===== config.mk =====
export PLATFORM = sky130hd
export DESIGN_NAME = uart_periph
export DESIGN_NICKNAME = d
export VERILOG_FILES = /design/src/rtl/uart_periph_pkg.sv /design/src/rtl/uart_periph_fifo.sv /design/src/rtl/uart_periph.sv
export SDC_FILE = /design/constraint.sdc
export NUM_CORES = 1
export LEC_CHECK = 0
export ABC_AREA = 1
export ABC_CLOCK_PERIOD_IN_PS = 3000
export CAP_MARGIN = 10
export CORE_ASPECT_RATIO = 1.2
export CORE_MARGIN = 5
export CORE_UTILIZATION = 45
export CTS_BUF_LIST = sky130_fd_sc_hd__clkbuf_4
export CTS_CLUSTER_SIZE = 12
export DETAILED_ROUTE_END_ITERATION = 6
export GPL_ROUTABILITY_DRIVEN = 0
export PLACE_DENSITY = 0.68
export SYNTH_ARGS = -nofsm -noshare
export SYNTH_HDL_FRONTEND = slang
export SYNTH_HIERARCHICAL = 1
export SYNTH_SLANG_ARGS = --single-unit

===== constraint.sdc =====
create_clock -name i_clk -period 3 [get_ports i_clk]
set_input_delay 0.45 -clock i_clk [delete_from_list [all_inputs] [get_ports i_clk]]
set_output_delay 0.45 -clock i_clk [all_outputs]
set_load 0.02 [all_outputs]

===== src/rtl/uart_periph_pkg.sv =====
// Shared definitions for the uart_periph block: register map, STATUS/IRQ bit positions,
// the engine state enum and the minimum usable divisor.
package uart_periph_pkg;

  localparam logic [2:0] ADDR_STATUS = 3'd0;
  localparam logic [2:0] ADDR_DATA   = 3'd1;
  localparam logic [2:0] ADDR_DIV_LO = 3'd2;
  localparam logic [2:0] ADDR_DIV_HI = 3'd3;
  localparam logic [2:0] ADDR_IRQ_EN = 3'd4;
  localparam logic [2:0] ADDR_CTRL   = 3'd5;

  localparam int ST_RX_EMPTY = 0;
  localparam int ST_RX_FULL  = 1;
  localparam int ST_TX_EMPTY = 2;
  localparam int ST_TX_FULL  = 3;
  localparam int ST_TX_BUSY  = 4;
  localparam int ST_OVERRUN  = 5;
  localparam int ST_FRAMING  = 6;

  localparam int IRQ_TX_EMPTY = 0;
  localparam int IRQ_RX_NE    = 1;
  localparam int IRQ_OVERRUN  = 2;
  localparam int IRQ_FRAMING  = 3;

  localparam logic [15:0] MIN_DIV = 16'd4;

  typedef enum logic [1:0] {S_IDLE, S_START, S_DATA, S_STOP} uart_state_e;

  function automatic logic [15:0] eff_div(input logic [15:0] div);
    return (div < MIN_DIV) ? MIN_DIV : div;
  endfunction

endpackage


===== src/rtl/uart_periph_fifo.sv =====
// Synchronous FIFO with an extra pointer bit for full/empty; push is accepted when full
// only if a pop happens in the same cycle.
module uart_periph_fifo #(
  parameter int WIDTH      = 8,
  parameter int DEPTH_LOG2 = 3
) (
  input  logic             i_clk,
  input  logic             i_reset,
  input  logic             i_push,
  input  logic [WIDTH-1:0] i_data,
  input  logic             i_pop,
  output logic             o_empty,
  output logic             o_full,
  output logic [WIDTH-1:0] o_head
);
  localparam int DEPTH = 1 << DEPTH_LOG2;

  logic [WIDTH-1:0]  r_mem [DEPTH];
  logic [DEPTH_LOG2:0] r_wr_ptr;
  logic [DEPTH_LOG2:0] r_rd_ptr;
  logic w_pop_ok;
  logic w_push_ok;

  assign o_empty   = (r_wr_ptr == r_rd_ptr);
  assign o_full    = (r_wr_ptr[DEPTH_LOG2] != r_rd_ptr[DEPTH_LOG2]) &&
                     (r_wr_ptr[DEPTH_LOG2-1:0] == r_rd_ptr[DEPTH_LOG2-1:0]);
  assign w_pop_ok  = i_pop & ~o_empty;
  assign w_push_ok = i_push & (~o_full | w_pop_ok);
  assign o_head    = r_mem[r_rd_ptr[DEPTH_LOG2-1:0]];

  always_ff @(posedge i_clk or posedge i_reset) begin
    if (i_reset) begin
      r_wr_ptr <= '0;
      r_rd_ptr <= '0;
    end else begin
      if (w_push_ok) r_wr_ptr <= r_wr_ptr + 1'b1;
      if (w_pop_ok)  r_rd_ptr <= r_rd_ptr + 1'b1;
    end
  end

  always_ff @(posedge i_clk) begin
    if (w_push_ok) r_mem[r_wr_ptr[DEPTH_LOG2-1:0]] <= i_data;
  end

endmodule


===== src/rtl/uart_periph.sv =====
// 8N1 UART with register interface, RX/TX FIFOs and level interrupt.
// Optional CTRL loopback bit is compiled in by defining UART_PERIPH_LOOPBACK_EN.
//   state   | meaning
//   S_IDLE  | line idle / waiting for FIFO data (TX) or falling edge (RX)
//   S_START | start bit (RX: half-bit qualify)
//   S_DATA  | 8 data bits, LSB first
//   S_STOP  | stop bit (RX: waits for line high after a framing error)
module uart_periph #(
  parameter int SYS_FREQ      = 25000000,
  parameter int BAUDRATE      = 115200,
  parameter int RX_DEPTH_LOG2 = 3,
  parameter int TX_DEPTH_LOG2 = 3
) (
  input  logic       i_clk,
  input  logic       i_reset,
  input  logic       i_slave_cs,
  input  logic       i_slave_we,
  input  logic [2:0] i_slave_addr,
  input  logic [7:0] i_slave_data,
  output logic [7:0] o_slave_data,
  output logic       o_slave_ack,
  output logic       o_int,
  input  logic       i_uart_rx,
  output logic       o_uart_tx
);
  import uart_periph_pkg::*;

  localparam logic [15:0] RST_DIV = 16'(SYS_FREQ / BAUDRATE);

  logic [15:0] r_div;
  logic [3:0]  r_irq_en;
  logic        r_ack, r_fe, r_ov;
  logic        w_wr, w_loopback;
  logic [15:0] w_div, w_half;

  logic       w_rx_push, w_rx_pop, w_rx_empty, w_rx_full;
  logic       w_tx_push, w_tx_pop, w_tx_empty, w_tx_full;
  logic [7:0] w_rx_head, w_tx_head;

  uart_state_e r_tx_state, r_rx_state;
  logic [15:0] r_tx_cnt, r_rx_cnt;
  logic [2:0]  r_tx_bit, r_rx_bit;
  logic [7:0]  r_tx_shift, r_rx_shift;
  logic        r_tx_line, r_rx_brk;
  logic        r_rx_s1, r_rx_s2, r_rx_prev;
  logic        w_tx_tc, w_rx_tc, w_rx_in, w_rx_ferr, w_rx_ovf;

  assign w_wr   = i_slave_cs & i_slave_we;
  assign w_div  = eff_div(r_div);
  assign w_half = {1'b0, w_div[15:1]} - 16'd1;

  always_ff @(posedge i_clk or posedge i_reset) begin
    if (i_reset) begin
      r_div    <= RST_DIV;
      r_irq_en <= '0;
      r_ack    <= 1'b0;
    end else begin
      r_ack <= i_slave_cs;
      if (w_wr) begin
        case (i_slave_addr)
          ADDR_DIV_LO: r_div[7:0]  <= i_slave_data;
          ADDR_DIV_HI: r_div[15:8] <= i_slave_data;
          ADDR_IRQ_EN: r_irq_en    <= i_slave_data[3:0];
          default: ;
        endcase
      end
    end
  end

`ifdef UART_PERIPH_LOOPBACK_EN
  logic r_ctrl_lb;
  always_ff @(posedge i_clk or posedge i_reset) begin
    if (i_reset)                                r_ctrl_lb <= 1'b0;
    else if (w_wr && i_slave_addr == ADDR_CTRL) r_ctrl_lb <= i_slave_data[0];
  end
  assign w_loopback = r_ctrl_lb;
`else
  assign w_loopback = 1'b0;
`endif

  assign w_tx_push = w_wr && (i_slave_addr == ADDR_DATA);
  assign w_rx_pop  = w_wr && (i_slave_addr == ADDR_STATUS) && i_slave_data[0];

  uart_periph_fifo #(.WIDTH(8), .DEPTH_LOG2(RX_DEPTH_LOG2)) u_rx_fifo (
    .i_clk(i_clk), .i_reset(i_reset), .i_push(w_rx_push), .i_data(r_rx_shift),
    .i_pop(w_rx_pop), .o_empty(w_rx_empty), .o_full(w_rx_full), .o_head(w_rx_head)
  );

  uart_periph_fifo #(.WIDTH(8), .DEPTH_LOG2(TX_DEPTH_LOG2)) u_tx_fifo (
    .i_clk(i_clk), .i_reset(i_reset), .i_push(w_tx_push), .i_data(i_slave_data),
    .i_pop(w_tx_pop), .o_empty(w_tx_empty), .o_full(w_tx_full), .o_head(w_tx_head)
  );

  // Bit counters are reloaded from w_div only at bit boundaries, so divisor writes never stretch a bit.
  assign w_tx_tc  = (r_tx_cnt == 16'd0);
  assign w_tx_pop = !w_tx_empty &&
                    ((r_tx_state == S_IDLE) || (r_tx_state == S_STOP && w_tx_tc));

  always_ff @(posedge i_clk or posedge i_reset) begin
    if (i_reset) begin
      r_tx_state <= S_IDLE;
      r_tx_cnt   <= '0;
      r_tx_bit   <= '0;
      r_tx_shift <= '0;
      r_tx_line  <= 1'b1;
    end else begin
      case (r_tx_state)
        S_IDLE: if (!w_tx_empty) begin
          r_tx_state <= S_START;
          r_tx_shift <= w_tx_head;
          r_tx_line  <= 1'b0;
          r_tx_cnt   <= w_div - 16'd1;
        end
        S_START: if (w_tx_tc) begin
          r_tx_state <= S_DATA;
          r_tx_line  <= r_tx_shift[0];
          r_tx_bit   <= '0;
          r_tx_cnt   <= w_div - 16'd1;
        end else r_tx_cnt <= r_tx_cnt - 16'd1;
        S_DATA: if (w_tx_tc) begin
          r_tx_cnt <= w_div - 16'd1;
          if (r_tx_bit == 3'd7) begin
            r_tx_state <= S_STOP;
            r_tx_line  <= 1'b1;
          end else begin
            r_tx_bit   <= r_tx_bit + 3'd1;
            r_tx_line  <= r_tx_shift[1];
            r_tx_shift <= {1'b0, r_tx_shift[7:1]};
          end
        end else r_tx_cnt <= r_tx_cnt - 16'd1;
        S_STOP: if (w_tx_tc) begin
          if (!w_tx_empty) begin
            r_tx_state <= S_START;
            r_tx_shift <= w_tx_head;
            r_tx_line  <= 1'b0;
            r_tx_cnt   <= w_div - 16'd1;
          end else r_tx_state <= S_IDLE;
        end else r_tx_cnt <= r_tx_cnt - 16'd1;
        default: r_tx_state <= S_IDLE;
      endcase
    end
  end

  assign w_rx_in   = w_loopback ? r_tx_line : i_uart_rx;
  assign w_rx_tc   = (r_rx_cnt == 16'd0);
  assign w_rx_push = (r_rx_state == S_STOP) && !r_rx_brk && w_rx_tc && r_rx_s2;
  assign w_rx_ferr = (r_rx_state == S_STOP) && !r_rx_brk && w_rx_tc && !r_rx_s2;
  assign w_rx_ovf  = w_rx_push && w_rx_full && !w_rx_pop;

  always_ff @(posedge i_clk or posedge i_reset) begin
    if (i_reset) begin
      r_rx_s1    <= 1'b1;
      r_rx_s2    <= 1'b1;
      r_rx_prev  <= 1'b1;
      r_rx_state <= S_IDLE;
      r_rx_cnt   <= '0;
      r_rx_bit   <= '0;
      r_rx_shift <= '0;
      r_rx_brk   <= 1'b0;
    end else begin
      r_rx_s1   <= w_rx_in;
      r_rx_s2   <= r_rx_s1;
      r_rx_prev <= r_rx_s2;
      case (r_rx_state)
        S_IDLE: if (r_rx_prev && !r_rx_s2) begin
          r_rx_state <= S_START;
          r_rx_cnt   <= w_half;
        end
        S_START: if (w_rx_tc) begin
          if (r_rx_s2) r_rx_state <= S_IDLE;
          else begin
            r_rx_state <= S_DATA;
            r_rx_bit   <= '0;
            r_rx_cnt   <= w_div - 16'd1;
          end
        end else r_rx_cnt <= r_rx_cnt - 16'd1;
        S_DATA: if (w_rx_tc) begin
          r_rx_shift <= {r_rx_s2, r_rx_shift[7:1]};
          r_rx_cnt   <= w_div - 16'd1;
          if (r_rx_bit == 3'd7) r_rx_state <= S_STOP;
          else                  r_rx_bit   <= r_rx_bit + 3'd1;
        end else r_rx_cnt <= r_rx_cnt - 16'd1;
        S_STOP: if (r_rx_brk) begin
          if (r_rx_s2) begin
            r_rx_state <= S_IDLE;
            r_rx_brk   <= 1'b0;
          end
        end else if (w_rx_tc) begin
          if (r_rx_s2) r_rx_state <= S_IDLE;
          else         r_rx_brk   <= 1'b1;
        end else r_rx_cnt <= r_rx_cnt - 16'd1;
        default: r_rx_state <= S_IDLE;
      endcase
    end
  end

  // Set wins over a same-cycle software clear.
  always_ff @(posedge i_clk or posedge i_reset) begin
    if (i_reset) begin
      r_fe <= 1'b0;
      r_ov <= 1'b0;
    end else begin
      r_fe <= w_rx_ferr | (r_fe & ~(w_wr && i_slave_addr == ADDR_STATUS && i_slave_data[ST_FRAMING]));
      r_ov <= w_rx_ovf  | (r_ov & ~(w_wr && i_slave_addr == ADDR_STATUS && i_slave_data[ST_OVERRUN]));
    end
  end

  always_comb begin
    o_slave_data = 8'h00;
    case (i_slave_addr)
      ADDR_STATUS: o_slave_data = {1'b0, r_fe, r_ov, (r_tx_state != S_IDLE),
                                   w_tx_full, w_tx_empty, w_rx_full, w_rx_empty};
      ADDR_DATA:   o_slave_data = w_rx_head;
      ADDR_DIV_LO: o_slave_data = r_div[7:0];
      ADDR_DIV_HI: o_slave_data = r_div[15:8];
      ADDR_IRQ_EN: o_slave_data = {4'b0000, r_irq_en};
      ADDR_CTRL:   o_slave_data = {7'b0000000, w_loopback};
      default:     o_slave_data = 8'h00;
    endcase
  end

  assign o_slave_ack = r_ack;
  assign o_int       = |(r_irq_en & {r_fe, r_ov, ~w_rx_empty, w_tx_empty});
  assign o_uart_tx   = r_tx_line | w_loopback;

endmodule


==> flow_metrics.tcl, run 1 <==
set metrics [dict create \
    worstHoldPathCells 1 \
    r2r_startpoint "r_tx_cnt[0]$_DFF_PP0_" \
    numCtsBuffers 58 \
    share_comb_of_total_power 0.425 \
    drt_first_iter_violations 703 \
    critPathMostFrequentCell "sky130_fd_sc_hd__nand2_1" \
    route.detailed.wl_per_inst_um 16.0 \
    floorplan.die.width_um 162 \
    timing.max_slew.rel_slack 0.621 \
    worstHoldStart "i_uart_rx" \
    via_count_of_the_first_global_routing_pass 9781 \
    r2r_slack_ns 0.23 \
    via_per_inst 5.34 \
    timing.critical_path.slowest_stage_cell "sky130_fd_sc_hd__dfrtp_2" \
    power_density_mw_per_mm2 858 \
    synth_edf_count 128 \
    drt_pass1_iterations 5 \
    power.share.sequential 0.342 \
    clk-insertion-delay-late_ns 0.71 \
    cts.sink_count 230 \
    cts_tree "built" \
    die_h_um 192 \
    post_synthesis_register_bit_count 230 \
    final-hold-violation-count 0 \
    clk_pin_slew_ns 0.07 \
    worst_clock_skew_ns 0.0506 \
    p_int_w 0.00699 \
    min_to "r_rx_s1$_DFF_PP1_" \
    power.share.clock 0.233 \
    die-area_mm2 0.0311 \
    yosys_warnings 6 \
    nets 1550 \
    worstHoldPathType "in -> reg" \
    arrival_ns 2.37 \
    row_count 66 \
    cts_max_level 2 \
    finalPower_w 0.0121 \
    tightest_slew_ns 0.568 \
    cp-start-kind "flop" \
    criticalPathCategory "reg -> out" \
    setup-tns-final_ns 0 \
    io_pins 27 \
    switching_share 0.421 \
    crit_fanout 33 \
    synth_area_leader_cell "sky130_fd_sc_hd__edfxtp_1" \
    netlist_area_mm2 0.0124 \
    number_of_antenna_violations_at_the_first_check_in_global_routing 1 \
    ys_top_cells_by_area "sky130_fd_sc_hd__edfxtp_1 (31%), sky130_fd_sc_hd__dfrtp_1 (19%), sky130_fd_sc_hd__nand2_1 (11%)" \
    synth_async_sr_flop_share 0.443 \
    register_area_mm2 0.00642 \
    status "finished, final reports clean" \
    maxClockFrequency_ghz 0.355 \
    sequential_cell_area_fraction_in_the_yosys_report 0.515 \
    dominantRegCellSynth "sky130_fd_sc_hd__edfxtp_1" \
    syn2layout_area_growth_pct 13.3 \
    report.final.slew_viol_count 0 \
    rsz0062_at_grt "no" \
    postSynthNetCount 1459 \
    multiInputGateArea_mm2 0.00525 \
    p_leak_nw 6.13 \
    irDropWorstVdd_mv 0.429 \
    route.antenna.remaining_nets 0 \
    worst_ep_required_time_ns 2.55 \
    num_vias 10100 \
    p_switching_w 0.00508 \
    port_buffers 26 \
    place_hpwl_mm 21.2 \
    min_period_ns 2.82 \
    max-cap-violations 0 \
    final_min_period_over_clock_period 0.940 \
    postRouteWirelength_mm 30.3 \
    setup_viol_count_final 0 \
    critical-path-max-stage-delay_ns 0.44 \
    floorplan.initialDensity 0.458 \
    critPathBufInv 3 \
    clockRootBuffer "sky130_fd_sc_hd__clkbuf_4" \
    post_route_cells_drive_above_1_share 0.162 \
    post-synth-top-area-fraction 0.309 \
    layout.filler_cells 2508 \
    pin_count_of_the_biggest_net_entering_global_routing 82 \
    critPathTopFamily "compound AO/OA/AOI/OAI gates" \
    grt_first_pass_wirelength_mm 50.0 \
    remaining_drc_errors 0 \
    crit_path_cell_trace "inv_2, buf_12, o21ai_1, o22ai_1, nand2_1, nand2_1, nand2_1, nand3_1, a221o_1, buf_2" \
    ctsLongestPathBuffers 3 \
    critical_path.endpoint_type "output port" \
    syn_inst 1420 \
    synth_cell_types 56 \
    global_route.usage.total 0.198 \
    r2r.worst_path.cells 15 \
    syn_avg_cell_area_um2 8.76 \
    worst_r2r_endpoint "u_tx_fifo/r_mem[6][4]$_DFFE_PP_" \
    grt_ovf 0 \
    coreArea_mm2 0.0272 \
]
[worst max path at each step]
| stage | cells past startpoint | slack, ns | to | from |
|---|---|---|---|---|
| global placement | 7 | 0.24 | o_slave_data[2] | i_slave_addr[1] |
| finish | 10 | 0.18 | o_slave_data[3] | u_rx_fifo/r_rd_ptr[0]$_DFFE_PP0P_ |
| floorplan | 15 | 0.08 | u_tx_fifo/r_mem[4][0]$_DFFE_PP_ | r_tx_cnt[0]$_DFF_PP0_ |
| global route | 8 | 0.01 | o_slave_data[6] | u_rx_fifo/r_rd_ptr[0]$_DFFE_PP0P_ |
| detailed placement | 15 | 0.14 | u_tx_fifo/r_mem[6][4]$_DFFE_PP_ | r_tx_cnt[0]$_DFF_PP0_ |
| CTS | 8 | 0.0007 | o_slave_data[4] | u_rx_fifo/r_rd_ptr[0]$_DFFE_PP0P_ |
[power by group through the flow]
stage / Sequential [W] / Combinational [W] / Clock, W
2_1_floorplan: 0.00409 / 0.00393 / 0
3_3_place_gp: 0.00417 / 0.00502 / 0
3_5_place_dp: 0.00418 / 0.00513 / 0
4_1_cts: 0.00413 / 0.00514 / 0.00291
5_1_grt: 0.00419 / 0.00581 / 0.00307
6_report: 0.00413 / 0.00513 / 0.00281
[state kept, by name (all words and copies together) (netlist names), 2 cells and up, named ones only]
register            flops
r_rx_bit                3
r_tx_shift              8
r_rx_shift              8
r_tx_cnt               16
r_rx_cnt               16
u_tx_fifo/r_rd_ptr      4
r_tx_bit                3
u_rx_fifo/r_mem        64
r_tx_state              2
u_rx_fifo/r_rd_ptr      4
u_tx_fifo/r_mem        64
u_tx_fifo/r_wr_ptr      4
r_irq_en                4
r_div                  16
u_rx_fifo/r_wr_ptr      4
[through the flow]
step | std cells | setup WS [ns] | hold slack, ns | area [µm²] | util
after detailed placement | 1788 | 0.137 | 0.351 | 13300 | 0.489
after CTS | 1898 | 0.000735 | 0.143 | 14100 | 0.519
after global placement | 1788 | 0.236 | 0.350 | 13300 | 0.489
after floorplan | 1420 | 0.0819 | 0.266 | 12400 | -
final | 1900 | 0.181 | 0.196 | 14100 | 0.518
after global routing | 1900 | 0.0146 | 0.153 | 14100 | 0.518
[timing repair]
item,4_1_cts,5_1_grt
endpoints found under the hold margin,5,0
pin swaps,0,1
hold buffers,1,0
buffers inserted,1,1
resized for setup,20,23
setup endpoints to repair,9,26
[layout make-up]
cell class,count,share of cell area
timing repair buffer,85,0.0487
antenna,1,0.000178
inverter,134,0.0360
clock buffer,78,0.0416
clock inverter,30,0.0148
sequential,230,0.456
tap,340,0.0302
multi-input combinational,1002,0.373
[cells in the mapped netlist, types with 11 or more instances]
| library cell | count |
|---|---|
| sky130_fd_sc_hd__a21oi_1 | 34 |
| sky130_fd_sc_hd__buf_2 | 24 |
| sky130_fd_sc_hd__clkbuf_1 | 21 |
| sky130_fd_sc_hd__dfrtp_1 | 93 |
| sky130_fd_sc_hd__edfxtp_1 | 128 |
| sky130_fd_sc_hd__ha_1 | 23 |
| sky130_fd_sc_hd__inv_1 | 124 |
| sky130_fd_sc_hd__nand2_1 | 354 |
| sky130_fd_sc_hd__nand3_1 | 101 |
| sky130_fd_sc_hd__nand4_1 | 11 |
| sky130_fd_sc_hd__nor2_1 | 144 |
| sky130_fd_sc_hd__nor3_1 | 12 |
| sky130_fd_sc_hd__o211ai_1 | 11 |
| sky130_fd_sc_hd__o21ai_0 | 110 |
| sky130_fd_sc_hd__o21ai_1 | 41 |
| sky130_fd_sc_hd__o22ai_1 | 37 |
| sky130_fd_sc_hd__xor2_1 | 25 |
[cells in the final DEF (no fill, tap or decap), types with 9 or more instances in the layout]
| cell | n |
|---|---|
| sky130_fd_sc_hd__nand2_1 | 354 |
| sky130_fd_sc_hd__nor2_1 | 142 |
| sky130_fd_sc_hd__edfxtp_1 | 128 |
| sky130_fd_sc_hd__inv_1 | 122 |
| sky130_fd_sc_hd__o21ai_0 | 108 |
| sky130_fd_sc_hd__nand3_1 | 101 |
| sky130_fd_sc_hd__dfrtp_1 | 86 |
| sky130_fd_sc_hd__clkbuf_4 | 78 |
| sky130_fd_sc_hd__buf_4 | 56 |
| sky130_fd_sc_hd__o21ai_1 | 43 |
| sky130_fd_sc_hd__o22ai_1 | 37 |
| sky130_fd_sc_hd__a21oi_1 | 34 |
| sky130_fd_sc_hd__xor2_1 | 25 |
| sky130_fd_sc_hd__ha_1 | 23 |
| sky130_fd_sc_hd__clkinv_1 | 20 |
| sky130_fd_sc_hd__clkdlybuf4s50_1 | 17 |
| sky130_fd_sc_hd__nor3_1 | 12 |
| sky130_fd_sc_hd__o211ai_1 | 11 |
| sky130_fd_sc_hd__nand4_1 | 11 |
| sky130_fd_sc_hd__nor2_4 | 10 |
| sky130_fd_sc_hd__xnor2_1 | 10 |
| sky130_fd_sc_hd__nor2_2 | 9 |
| sky130_fd_sc_hd__clkinv_2 | 9 |
| sky130_fd_sc_hd__dfstp_2 | 9 |
[cells by family after synthesis]
kind of cell    synth area share
compound gates             0.117
xor+xnor                  0.0273
fa+ha+maj                 0.0231
buf+inv                   0.0626
flops                      0.515
mux                      0.00725
simple gates               0.247
[routing by layer]
layer	wire length (µm)	vias to the layer above	global-route usage
met3	1650	66	0.0331
met5	0	-	0
met2	15100	307	0.347
met1	12700	4764	0.248
li1	-	5002	-
met4	799	0	0.0729
Power figures use the tool's default switching activity.
==> run 2: changes to the inputs <==
--- a/config.mk
+++ b/config.mk
@@ -16,6 +16,7 @@
 export DETAILED_ROUTE_END_ITERATION = 6
 export GPL_ROUTABILITY_DRIVEN = 0
 export PLACE_DENSITY = 0.68
+export SLEW_MARGIN = 20
 export SYNTH_ARGS = -nofsm -noshare
 export SYNTH_HDL_FRONTEND = slang
 export SYNTH_HIERARCHICAL = 1
==> results of run 2 <==
Same layout as run 1: the final DEF is identical, and so are final timing and power.
